==> config.mk <==
export PLATFORM = sky130hd
export DESIGN_NAME = branch_reservation_station
export DESIGN_NICKNAME = d
export VERILOG_FILES = /design/src/rtl/branch_reservation_station.sv
export SDC_FILE = /design/constraint.sdc
export NUM_CORES = 1
export LEC_CHECK = 0
export ABC_AREA = 0
export ABC_CLOCK_PERIOD_IN_PS = 2800
export CORE_UTILIZATION = 35
export CTS_BUF_LIST = sky130_fd_sc_hd__clkbuf_4 sky130_fd_sc_hd__clkbuf_8
export CTS_CLUSTER_SIZE = 24
export DETAILED_ROUTE_END_ITERATION = 8
export DONT_BUFFER_PORTS = 1
export GPL_TIMING_DRIVEN = 0
export SYNTH_ARGS = -nofsm -noshare
export SYNTH_HDL_FRONTEND = slang
export SYNTH_SLANG_ARGS = --single-unit
==> constraint.sdc <==
create_clock -name clk -period 2.8 [get_ports clk]
set_input_delay 0.7 -clock clk [delete_from_list [all_inputs] [get_ports clk]]
set_output_delay 0.7 -clock clk [all_outputs]
set_load 0.005 [all_outputs]
==> src/rtl/branch_reservation_station.sv <==
// In-order reservation station for the branch unit: buffers dispatched jump/branch ops,
// snoops the CDB for pending operands and presents the oldest entry to the FU.
module branch_reservation_station #(
   parameter int unsigned XLEN  = 32,
   parameter int unsigned DEPTH = 4,
   parameter int unsigned TAG_W = 5
) (
   input  logic                     clk,
   input  logic                     reset_n,
   input  logic                     dispatch_valid,
   output logic                     dispatch_ready,
   input  logic [TAG_W-1:0]         dispatch_rob_tag,
   input  logic [XLEN-1:0]          dispatch_v1,
   input  logic [XLEN-1:0]          dispatch_v2,
   input  logic                     dispatch_q1_pending,
   input  logic                     dispatch_q2_pending,
   input  logic [TAG_W-1:0]         dispatch_q1,
   input  logic [TAG_W-1:0]         dispatch_q2,
   input  logic [XLEN-1:0]          dispatch_pc_plus_four,
   input  logic [XLEN-1:0]          dispatch_predicted_next_instruction,
   input  logic                     dispatch_jump,
   input  logic                     dispatch_branch,
   input  logic                     dispatch_branch_if_zero,
   input  logic                     dispatch_branch_prediction,
   input  logic                     cdb_valid,
   input  logic [TAG_W-1:0]         cdb_tag,
   input  logic [XLEN-1:0]          cdb_data,
   input  logic                     flush,
   output logic [XLEN-1:0]          v1,
   output logic [XLEN-1:0]          v2,
   output logic [XLEN-1:0]          pc_plus_four,
   output logic [XLEN-1:0]          predicted_next_instruction,
   output logic                     jump,
   output logic                     branch,
   output logic                     branch_if_zero,
   output logic                     branch_prediction,
   output logic [TAG_W-1:0]         rob_tag,
   output logic                     ready_to_execute,
   input  logic                     accept,
   output logic [$clog2(DEPTH):0]   count
);

   localparam int unsigned PW = $clog2(DEPTH);
   localparam logic [PW:0] FullCount = DEPTH[PW:0];

   typedef struct packed {
      logic             valid;
      logic             q1_pending;
      logic             q2_pending;
      logic [TAG_W-1:0] q1;
      logic [TAG_W-1:0] q2;
      logic [TAG_W-1:0] rob_tag;
      logic [XLEN-1:0]  v1;
      logic [XLEN-1:0]  v2;
      logic [XLEN-1:0]  pc_plus_four;
      logic [XLEN-1:0]  predicted_next_instruction;
      logic             jump;
      logic             branch;
      logic             branch_if_zero;
      logic             branch_prediction;
   } entry_t;

   entry_t          entries [DEPTH];
   entry_t          head_entry;
   entry_t          new_entry;
   logic [PW-1:0]   head_q, tail_q;
   logic [PW:0]     count_q;
   logic            do_push, do_pop;
   logic            bypass1, bypass2;

   assign head_entry       = entries[head_q];
   assign ready_to_execute = head_entry.valid & ~head_entry.q1_pending & ~head_entry.q2_pending;
   assign dispatch_ready   = (count_q < FullCount);
   assign do_push          = dispatch_valid & dispatch_ready;
   assign do_pop           = accept & ready_to_execute;
   assign count            = count_q;

   assign v1                         = head_entry.v1;
   assign v2                         = head_entry.v2;
   assign pc_plus_four               = head_entry.pc_plus_four;
   assign predicted_next_instruction = head_entry.predicted_next_instruction;
   assign jump                       = head_entry.jump;
   assign branch                     = head_entry.branch;
   assign branch_if_zero             = head_entry.branch_if_zero;
   assign branch_prediction          = head_entry.branch_prediction;
   assign rob_tag                    = head_entry.rob_tag;

   // A pending operand whose producer broadcasts in the dispatch cycle is captured directly.
   assign bypass1 = dispatch_q1_pending & cdb_valid & (dispatch_q1 == cdb_tag);
   assign bypass2 = dispatch_q2_pending & cdb_valid & (dispatch_q2 == cdb_tag);

   always_comb begin
      new_entry                            = '0;
      new_entry.valid                      = 1'b1;
      new_entry.rob_tag                    = dispatch_rob_tag;
      new_entry.q1                         = dispatch_q1;
      new_entry.q2                         = dispatch_q2;
      new_entry.q1_pending                 = dispatch_q1_pending & ~bypass1;
      new_entry.q2_pending                 = dispatch_q2_pending & ~bypass2;
      new_entry.v1                         = bypass1 ? cdb_data : dispatch_v1;
      new_entry.v2                         = bypass2 ? cdb_data : dispatch_v2;
      new_entry.pc_plus_four               = dispatch_pc_plus_four;
      new_entry.predicted_next_instruction = dispatch_predicted_next_instruction;
      new_entry.jump                       = dispatch_jump;
      new_entry.branch                     = dispatch_branch;
      new_entry.branch_if_zero             = dispatch_branch_if_zero;
      new_entry.branch_prediction          = dispatch_branch_prediction;
   end

   always_ff @(posedge clk or negedge reset_n) begin
      if (!reset_n) begin
         for (int unsigned i = 0; i < DEPTH; i++) entries[i] <= '0;
         head_q  <= '0;
         tail_q  <= '0;
         count_q <= '0;
      end else if (flush) begin
         for (int unsigned i = 0; i < DEPTH; i++) entries[i].valid <= 1'b0;
         head_q  <= '0;
         tail_q  <= '0;
         count_q <= '0;
      end else begin
         for (int unsigned i = 0; i < DEPTH; i++) begin
            if (entries[i].valid && cdb_valid) begin
               if (entries[i].q1_pending && entries[i].q1 == cdb_tag) begin
                  entries[i].v1         <= cdb_data;
                  entries[i].q1_pending <= 1'b0;
               end
               if (entries[i].q2_pending && entries[i].q2 == cdb_tag) begin
                  entries[i].v2         <= cdb_data;
                  entries[i].q2_pending <= 1'b0;
               end
            end
         end
         // Head and tail slots coincide only when full or empty, so pop and push never collide.
         if (do_pop) begin
            entries[head_q].valid <= 1'b0;
            head_q                <= head_q + PW'(1);
         end
         if (do_push) begin
            entries[tail_q] <= new_entry;
            tail_q          <= tail_q + PW'(1);
         end
         unique case ({do_push, do_pop})
            2'b10:   count_q <= count_q + (PW+1)'(1);
            2'b01:   count_q <= count_q - (PW+1)'(1);
            default: count_q <= count_q;
         endcase
      end
   end

endmodule

==> summary.md <==
| Metric | Value |
|---|---|
| Outcome | `complete, but fails checks` |
| Failing checks | `hold timing, slew limit, setup timing` |
| Number of global-route vias before repair | `23654` |
| Die height | `289 um` |
| Total CTS buffers | `111` |
| Ys flop type | `dfrtp_1` |
| Final setup fails | `128` |
| Pwr Total | `0.0308 W` |
| Clock Latency Late Sink | `0.78 ns` |
| Vias per Instance | `5.69` |
| Clock sink total | `607` |
| Min Tclk post-route | `2.96 ns` |
| Max transition margin | `-0.239` |
| EDFF count, synth | `0` |
| Startpoint Class | `flip-flop` |
| GP Congestion | `0.878` |
| Post-synthesis average cell area | `10.3 um2` |
| Post-CTS Hold Buffers | `59` |
| Initial Util | `0.356` |
| Hold Vio Cnt, Final | `347` |
| Syn nets | `3001` |
| Net switching power | `0.00966 W` |
| I/O pins | `334` |
| Initial antenna violation count | `17` |
| Initial DRT Pass Iterations | `6` |
| Instance count of the mapped netlist | `2800` |
| Top delay family on crit path | `buffers and inverters` |
| CP Launch Point | `head_q[0]` |
| Flop pwr share | `0.457` |
| CTS tree | `done` |
| CP arrival | `2.26 ns` |
| RSZ-0062 raised after global routing | `true` |
| Clk network pwr share | `0.295` |
| Cell Int Power | `0.0212 W` |
| GRT overflow | `0` |
| Ys Warns | `0` |
| Worst setup path class | `reg2out` |
| Max-Cap Viols | `0` |
| Pwr per Cell Area | `900 nW/um2` |
| Post-synthesis sequential area ratio | `0.527` |
| Layout filler cell count | `7726` |
| Crit-path max cell delay | `0.56 ns` |
| Seq cells post-synth | `607` |
| Worst Clk Skew | `0.0719 ns` |
| Die area | `83500 um2` |
| Core footprint | `80900 um2` |
| Synth async-reset ratio | `1.00` |
| Leak | `16.4 nW` |
| Row cnt | `104` |
| R2R Path End | `count[1]` |
| Reg2Reg Setup Slack | `0.01 ns` |
| Worst EP required | `2.10 ns` |
| Maximum vdd drop | `0.480 mV` |
| Layout Nets | `3202` |
| CP most frequent cell | `clkbuf_16` |
| Port bufs | `0` |
| Min Hold Slack | `-0.283 ns` |
| Post-route DRC violation count | `0` |
| Largest net degree at the start of global routing | `608` |
| DRT iter0 DRCs | `2257` |
| Worst-margin pin slew | `1.86 ns` |
| Layout cells sized above 1 | `0.164` |
| Crit. End Element | `output pin` |
| RR Startpoint | `head_q[0]` |
| WL final | `106000 um` |
| Final worst setup slack | `-0.158 ns` |
| Synth cell types | `57` |
| DP HPWL | `69700 um` |
| Combinational power share | `0.248` |
| Area occupied by multi-input gates | `12700 um2` |
| Fmax | `0.338 GHz` |
| Mapped cell area | `28800 um2` |
| R2R cell count | `10` |
| Overall Global Routing Usage | `0.251` |
| Clock H-tree levels | `3` |
| Area Overhead vs Synth | `18.8%` |
| Crit path cell chain | `buf_8, clkbuf_16, clkbuf_16, mux4_2` |
| Worst path slowest cell | `mux4_2` |
| Sw frac | `0.313` |
| Reg clk slew, reported paths | `0.06 ns` |
| Hold crit path type | `in2async` |
| Tcrit/Tclk final | `1.06` |
| Final ANT Viol Nets | `0` |
| Clock buffer depth | `3` |
| Critical Path Fanout Max | `8` |
| Final Slew Violations | `260` |
| Buf/Inv on CP | `3` |
| Via Count | `23610` |
| Routed len/inst | `25.7 um` |
| Register area | `15200 um2` |
| CTS root buffer | `clkbuf_8` |
| Wire length of the first global-routing pass | `155000 um` |
| Die Wd | `289 um` |
==> repair_timing <==
action                                 in CTS  in global routing
setup endpoints to repair                 727                444
gates resized for setup                   199                 72
setup buffers                               8                 11
gates cloned                                1                 10
pin swaps                                   1                  2
endpoints found under the hold margin     768                607
==> through the flow <==
| stage | util | TNS (ns) | instances | setup slack [ns] | cell area (um2) |
|---|---|---|---|---|---|
| 5_1_grt | 0.423 | -24.85 | 4146 | -0.234 | 34200 |
| 3_5_place_dp | 0.372 | -540.16 | 3860 | -1.58 | 30100 |
| 2_1_floorplan | - | 0 | 2800 | 0.0283 | 28800 |
| 4_1_cts | 0.417 | -25.94 | 4121 | -0.255 | 33800 |
| 6_report | 0.423 | -13.47 | 4147 | -0.158 | 34200 |
| 3_3_place_gp | 0.372 | -546.67 | 3860 | -1.65 | 30100 |
==> per-layer routing <==
metal  GRT usage  up-vias  routed length, um
li1            -    10247                  -
met1       0.323    11984              41800
met2       0.386     1131              48600
met3      0.0945      224              12200
met4      0.0876       24               3590
met5     0.00909        -                241
==> sequential cells by signal, summed over array words and instances, names as in the netlist <==
name / flops
entries: 600
head_q: 2
count: 3
tail_q: 2
==> Yosys cell counts (8+ instances only) <==
master    instances  area [um2]
ha_1              8         100
mux4_2          137        3090
xor2_1           30         263
a21o_1           87         653
nor2_1          120         450
a221oi_1         64         561
mux2i_1          33         330
clkbuf_1        194         728
a21oi_1          82         410
buf_1            37         139
nand4_1           9        56.3
and3_1           34         213
a22o_1           31         272
o21ai_0          11        55.1
buf_2            12        60.1
o32ai_1          74         648
nand3_1          17        85.1
nand2_1        1027        3850
dfrtp_1         607       15200
a221o_1          33         330
a32o_1           54         541
xnor2_1          22         193
==> area by class of cell <==
| cell class | instances | share of cell area |
|---|---|---|
| flip-flops and latches | 607 | 0.444 |
| multi-input cells | 1938 | 0.372 |
| clock buffers | 167 | 0.0620 |
| plain buffers | 247 | 0.0455 |
| well taps | 1060 | 0.0388 |
| repair buffers | 89 | 0.0294 |
| clock inverters | 27 | 0.00753 |
| inverters | 7 | 0.000768 |
| diodes | 5 | 0.000366 |
==> cell families (layout without fill, tap and decap cells) <==
logic type | after synthesis | after routing | share of synthesized area
and+or+nand+nor | 1248 | 1248 | 0.172
buffers and inverters | 255 | 537 | 0.0349
adders and majority gates | 9 | 9 | 0.00417
xor gates and xnor gates | 53 | 53 | 0.0166
AOI/OAI and AO/OA | 458 | 458 | 0.126
other | 0 | 5 | 0
DFF | 607 | 607 | 0.527
muxes | 170 | 170 | 0.119
==> worst register-to-register path, delay by kind of cell, from the launching register on <==
family,cells,cell delay [ns]
and+or+nand+nor,4,0.79
AOI/OAI and AO/OA,3,0.63
adders and majority gates,1,0.43
buffers and inverters,2,0.42
DFF,1,0.40
==> power groups by stage <==
| stage | Combinational, W | Sequential, W | Clock (W) |
|---|---|---|---|
| CTS | 0.00750 | 0.0140 | 0.00925 |
| global route | 0.00845 | 0.0145 | 0.00965 |
| floorplan | 0.00559 | 0.0135 | 0 |
| detailed placement | 0.00719 | 0.0141 | 0 |
| finish | 0.00765 | 0.0141 | 0.00910 |
| global placement | 0.00700 | 0.0141 | 0 |
==> worst max path at each step <==
stage / end / slack, ns / cells after the start
floorplan: pc_plus_four[20] / 0.03 / 5
global placement: pc_plus_four[31] / -1.65 / 5
detailed placement: pc_plus_four[31] / -1.58 / 5
CTS: pc_plus_four[31] / -0.26 / 4
global route: predicted_next_instruction[30] / -0.23 / 4
finish: pc_plus_four[14] / -0.16 / 4
==> placed cells by master, fill, tap and decap left out, types with 31 or more instances in the layout <==
master,netlist,layout
nor2_1,120,119
dlygate4sd3_1,0,59
mux2i_1,33,33
a32o_1,54,54
and3_1,34,34
a21oi_1,82,77
clkbuf_2,0,53
mux4_2,137,137
a22o_1,31,31
a21o_1,87,87
o32ai_1,74,73
clkbuf_8,0,141
a221oi_1,64,64
clkbuf_4,0,38
a221o_1,33,33
nand2_1,1027,1025
clkbuf_1,194,116
dfrtp_1,607,606
Note: power is estimated with default switching activity, not from simulation.
